==> config.mk <==
export PLATFORM = sky130hd
export DESIGN_NAME = shift_unit_seq
export DESIGN_NICKNAME = d
export VERILOG_FILES = /design/src/rtl/shift_unit_seq.sv
export SDC_FILE = /design/constraint.sdc
export NUM_CORES = 1
export LEC_CHECK = 0
export CAP_MARGIN = 20
export CORE_AREA = 2 2 84 86
export CTS_CLUSTER_SIZE = 40
export DETAILED_ROUTE_END_ITERATION = 8
export DIE_AREA = 0 0 86 88
export PLACE_DENSITY = 0.91
export RECOVER_POWER = 25
export SLEW_MARGIN = 5
export SYNTH_ARGS = -nofsm -noshare
export SYNTH_HDL_FRONTEND = slang
export SYNTH_SLANG_ARGS = --single-unit
==> constraint.sdc <==
create_clock -name clock -period 3.3 [get_ports clock]
set_input_delay 0.66 -clock clock [delete_from_list [all_inputs] [get_ports clock]]
set_output_delay 0.66 -clock clock [all_outputs]
set_load 0.02 [all_outputs]
==> src/rtl/shift_unit_seq.sv <==
// shift_unit_seq: multi-cycle shifter for the ALU shift path.
// It accepts an operand on a start/busy/done handshake and shifts it by up to
// STEP bits per clock. The result stays registered until the next operation
// completes.
//
// Parameters:
//   WIDTH - operand/result width (power of 2, >= 2)
//   STEP  - maximum bits shifted per clock (power of 2, <= WIDTH)
//
// Ports:
//   clock   - system clock, rising edge
//   resetn  - asynchronous active-low reset
//   start   - request; accepted only while busy=0
//   op      - 00 SLL, 01 SRL, 10 SRA, 11 ROR
//   data_in - operand, sampled on accept
//   amount  - shift distance 0..WIDTH-1, sampled on accept
//   busy    - high while an operation is in flight
//   done    - one-cycle completion pulse
//   result  - shifted value, held between operations
module shift_unit_seq #(
  parameter int WIDTH = 32,
  parameter int STEP  = 1
) (
  input  logic                     clock,
  input  logic                     resetn,
  input  logic                     start,
  input  logic [1:0]               op,
  input  logic [WIDTH-1:0]         data_in,
  input  logic [$clog2(WIDTH)-1:0] amount,
  output logic                     busy,
  output logic                     done,
  output logic [WIDTH-1:0]         result
);

  localparam int AW = $clog2(WIDTH);
  // The per-cycle distance only needs to span 0..STEP. Keeping it this narrow
  // confines each cycle to a STEP-wide mux rather than a full barrel shifter.
  localparam int SW = $clog2(STEP) + 1;
  localparam int CW = AW + 1;

  typedef enum logic [1:0] {IDLE, RUN, FINISH} state_t;
  typedef enum logic [1:0] {SLL = 2'b00, SRL = 2'b01, SRA = 2'b10, ROR = 2'b11} mode_t;

  state_t           state, state_nxt;
  mode_t            mode, mode_nxt;
  logic [WIDTH-1:0] sreg, sreg_nxt;
  logic [AW-1:0]    cnt, cnt_nxt;
  logic             busy_nxt, done_nxt;
  logic [WIDTH-1:0] result_nxt;

  logic [SW-1:0]      k;
  logic [WIDTH-1:0]   shifted;
  logic [2*WIDTH-1:0] rot_dbl;

  // The per-cycle distance is clamped to the remaining count, so the counter
  // cannot underflow.
  always_comb begin
    if ({1'b0, cnt} >= CW'(STEP)) k = SW'(STEP);
    else                          k = SW'(cnt);
  end

  always_comb begin
    shifted = sreg;
    rot_dbl = {sreg, sreg} >> k;
    unique case (mode)
      SLL: shifted = sreg << k;
      SRL: shifted = sreg >> k;
      SRA: shifted = $signed(sreg) >>> k;
      ROR: shifted = rot_dbl[WIDTH-1:0];
      default: shifted = sreg;
    endcase
  end

  // State register
  always_ff @(posedge clock or negedge resetn) begin
    if (!resetn) state <= IDLE;
    else         state <= state_nxt;
  end

  // Next-state logic
  always_comb begin
    state_nxt = state;
    unique case (state)
      IDLE:    if (start) state_nxt = RUN;
      RUN:     if (cnt == '0) state_nxt = FINISH;
      FINISH:  state_nxt = IDLE;
      default: state_nxt = IDLE;
    endcase
  end

  // Datapath/output next values
  always_comb begin
    sreg_nxt   = sreg;
    cnt_nxt    = cnt;
    mode_nxt   = mode;
    busy_nxt   = busy;
    done_nxt   = 1'b0;
    result_nxt = result;
    unique case (state)
      IDLE: begin
        if (start) begin
          sreg_nxt = data_in;
          cnt_nxt  = amount;
          mode_nxt = mode_t'(op);
          busy_nxt = 1'b1;
        end
      end
      RUN: begin
        if (cnt != '0) begin
          sreg_nxt = shifted;
          cnt_nxt  = cnt - AW'(k);
        end
      end
      FINISH: begin
        result_nxt = sreg;
        done_nxt   = 1'b1;
        busy_nxt   = 1'b0;
      end
      default: ;
    endcase
  end

  always_ff @(posedge clock or negedge resetn) begin
    if (!resetn) begin
      sreg   <= '0;
      cnt    <= '0;
      mode   <= SLL;
      busy   <= 1'b0;
      done   <= 1'b0;
      result <= '0;
    end else begin
      sreg   <= sreg_nxt;
      cnt    <= cnt_nxt;
      mode   <= mode_nxt;
      busy   <= busy_nxt;
      done   <= done_nxt;
      result <= result_nxt;
    end
  end

endmodule

==> impl_metrics.csv <==
group,metric,value,unit
synth,netlist.area_leader.share,52.56,%
synth,synthArstFlopShare,100.0,%
global_routing,grt_pass1_wl,13590,µm
worst_setup_path,crit_start,"start",
place,post_dp_cell_area,0.004317,mm²
worst_setup_path,cp_slowest_cell,"a31o_2",
synth,synthFlopType,"dfrtp_1",
floorplan,core_area,0.006644,mm²
clock_tree,clk_pin_slew,0.08,ns
sta,slew_viol_final,76,
global_routing,grt_usage,23.26,%
clock_tree,htreeDepth,3,
status,violations,"capacitance limit, slew limit",
detailed_routing,drc,0,
layout,nFillCells,486,
detailed_routing,final_antenna_net_count,0,
sta,finClkSkew,0.007013,ns
place,placed_cells,443,
synth,avgSynthCellArea,11.71,µm²
sta,final.setup.tns,0,ns
detailed_routing,drt_iter0_drc,174,
layout,multi_input_area,0.001524,mm²
floorplan,pin_count,76,
worst_setup_path,cp-start-kind,"primary input",
power_and_ir_drop,pwr_density_cell,929.7,mW/mm²
place,io_buffers,75,
clock_tree,cts-root-buf,"clkbuf_8",
layout,final-instance-count-excl-fill,459,
floorplan,die-area,0.007568,mm²
synth,ys_top_cells_by_area,"dfrtp_1 (53%), mux2_2 (20%), a22oi_1 (6.1%)",
synth,ys_types,41,
place,gp_congestion,0.8110,
clock_tree,clk_latency,0.36,ns
global_routing,grt_overflow,0,
detailed_routing,avgRoutedWirePerCell,17.97,µm
synth,syn_inst,305,
clock_tree,post_cts_resized,0,
layout,ff_latch_area,0.001877,mm²
worst_setup_path,cp_data_arrival_time,2.45,ns
detailed_routing,drtPass1Iterations,4,
place,dp_hpwl,5392,µm
clock_tree,cts_buffers,9,
layout,fin_area,0.004579,mm²
floorplan,start_util,53.75,%
worst_setup_path,end_kind,"flip-flop",
layout,area_growth_syn_to_layout,28.24,%
worst_setup_path,cp_max_fo,34,
synth,syn-num-nets,348,
sta,hold_viol,0,
worst_setup_path,r2r-start,"cnt[0]",
global_routing,grt_start_max_net_pins,76,
clock_tree,cts_tree,"yes",
floorplan,dieHeight,88,µm
clock_tree,cts_setup_buffers,0,
synth,synth_area,0.003571,mm²
clock_tree,holdBufCountCts,0,
synth,synth-seq-cells,75,
worst_setup_path,path_cells,"clkdlybuf4s50_1, o21bai_1, a31o_2, buf_4, nand2_1, o21ai_1",
sta,layout_min_cycle_time,2.161,ns
detailed_routing,wirelength,8250,µm
floorplan,rows,30,
status,status,"complete, but fails checks",
layout,layout.nets,417,
sta,setup_viol,0,
global_routing,grt_antenna_before_repair,0,
run,maxCapViolCount,1,
clock_tree,cts_buffer_depth,2,
min_path,hp-start,"result[6]",
worst_setup_path,worstSetupPathType,"primary input to flip-flop",
synth,ys_warn_count,0,
sta,grt_setup_unrepaired,"no",
power_and_ir_drop,ir_drop,0.4742,mV
worst_setup_path,crit_buf_inv,2,
synth,yosys.area.top_type,"dfrtp_1",
layout,num_antenna_cells,0,
sta,fin_crit_sh,65.47,%
detailed_routing,vias,2668,
detailed_routing,viasPerCell,5.813,
power_and_ir_drop,p_leak,0.002031,µW
floorplan,die_w,86,µm
clock_tree,clkSinkCount,75,
synth,ys_seq_area_share,52.56,%
worst_setup_path,cpLargestDelayFamily,"buffers and inverters",
sta,slew_headroom,-22.85,%
global_routing,grt_pass1_vias,2711,
layout,drive_gt1_share,23.75,%
sta,max_freq,462.8,MHz
worst_setup_path,cp_slowest_stage_delay,0.56,ns
worst_setup_path,cp.required,3.59,ns
sta,tightest_slew,1.843,ns
min_path,hp-class,"flip-flop to flip-flop",
synth,synth_edf_count,0,
==> kinds of logic after synthesis <==
group / count (synthesis) / share of synthesized area, %
AO/OA/AOI/OAI: 82 / 14.65
adder cells (fa/ha/maj): 1 / 0.3503
buffers and inverters: 27 / 4.835
flip-flops: 75 / 52.56
multiplexers: 64 / 20.15
AND/OR/NAND/NOR: 56 / 7.464
==> per-layer routing <==
layer / up-vias / GRT usage, % / wire length (µm)
li1: 1244 / - / -
met1: 1325 / 30.53 / 3478
met5: - / 0 / 0
met2: 87 / 38.69 / 4303
met4: 0 / 10.53 / 153
met3: 12 / 3.110 / 314
==> final cells by class <==
cell class	instances	share of cell area [%]
Inverter	6	0.5464
Clock buffer	10	2.787
Tap cell	80	2.186
Sequential cell	75	40.98
Clock inverter	6	3.005
Multi-Input combinational cell	203	33.28
Timing Repair Buffer	79	17.21
==> flip-flops by register name (all words and copies together), names as in the netlist <==
name,flops
done,1
sreg,32
busy,1
result,32
mode,2
state,2
cnt,5
==> metrics by stage <==
stage | setup WS [ns] | hold slack [ns] | util [%] | total power [µW]
after global placement | 0.8551 | 0.4804 | 64.97 | 3197
after global routing | 0.9464 | 0.5234 | 68.93 | 4515
after floorplan | 1.775 | 0.3644 | - | 2832
final | 1.139 | 0.5109 | 68.93 | 4257
after CTS | 1.132 | 0.4734 | 68.96 | 4273
after detailed placement | 0.7670 | 0.4933 | 64.97 | 3317
==> layout by cell type (no fill, tap or decap), drive strengths merged, types with 3 or more instances in the layout <==
master         instances
a21oi                  6
dfrtp                 75
mux2                  63
bufinv                 4
nor2                   8
inv                    6
and3                   3
nand2                 32
o21ai                 36
a22oi                 29
buf                    4
clkbuf                11
clkdlybuf4s50         74
==> report_power, final <==
part / internal, µW / total (µW) / leakage (µW) / switching (µW)
sequential: 1230 / 1530 / 0.000978 / 292
clock: 582 / 932 / 0.000131 / 350
combinational: 885 / 1800 / 0.000922 / 914
total: 2700 / 4260 / 0.00203 / 1560
==> worst reg2reg max path: cells and delay by family (launching register included) <==
family,cells,cell delay [ns]
buffers and inverters,1,0.42
AOI/OAI and AO/OA,2,0.75
and+or+nand+nor,2,0.49
DFF,1,0.43
==> cells in the mapped netlist, types with 2 or more instances <==
master    count
a21oi_1       5
a22oi_1      29
a32oi_1       2
and3_1        3
buf_2         9
buf_4         5
buf_6         5
dfrtp_1      75
inv_1         5
mux2_2       63
nand2_1      32
nand2b_1      2
nor2_1        7
nor2b_1       2
o21ai_0       3
o21ai_1      33
==> final timing paths <==
kind	cells after the start	endpoint	slack, ns
min in group asynchronous	1	result[26]	0.79
worst max register to register	5	sreg[18]	1.14
worst max-delay path	6	sreg[18]	1.14
max in group asynchronous	1	result[12]	1.41
worst min-delay path	1	result[6]	0.51
worst min register to register	1	result[6]	0.51
Power figures use the tool's default switching activity.
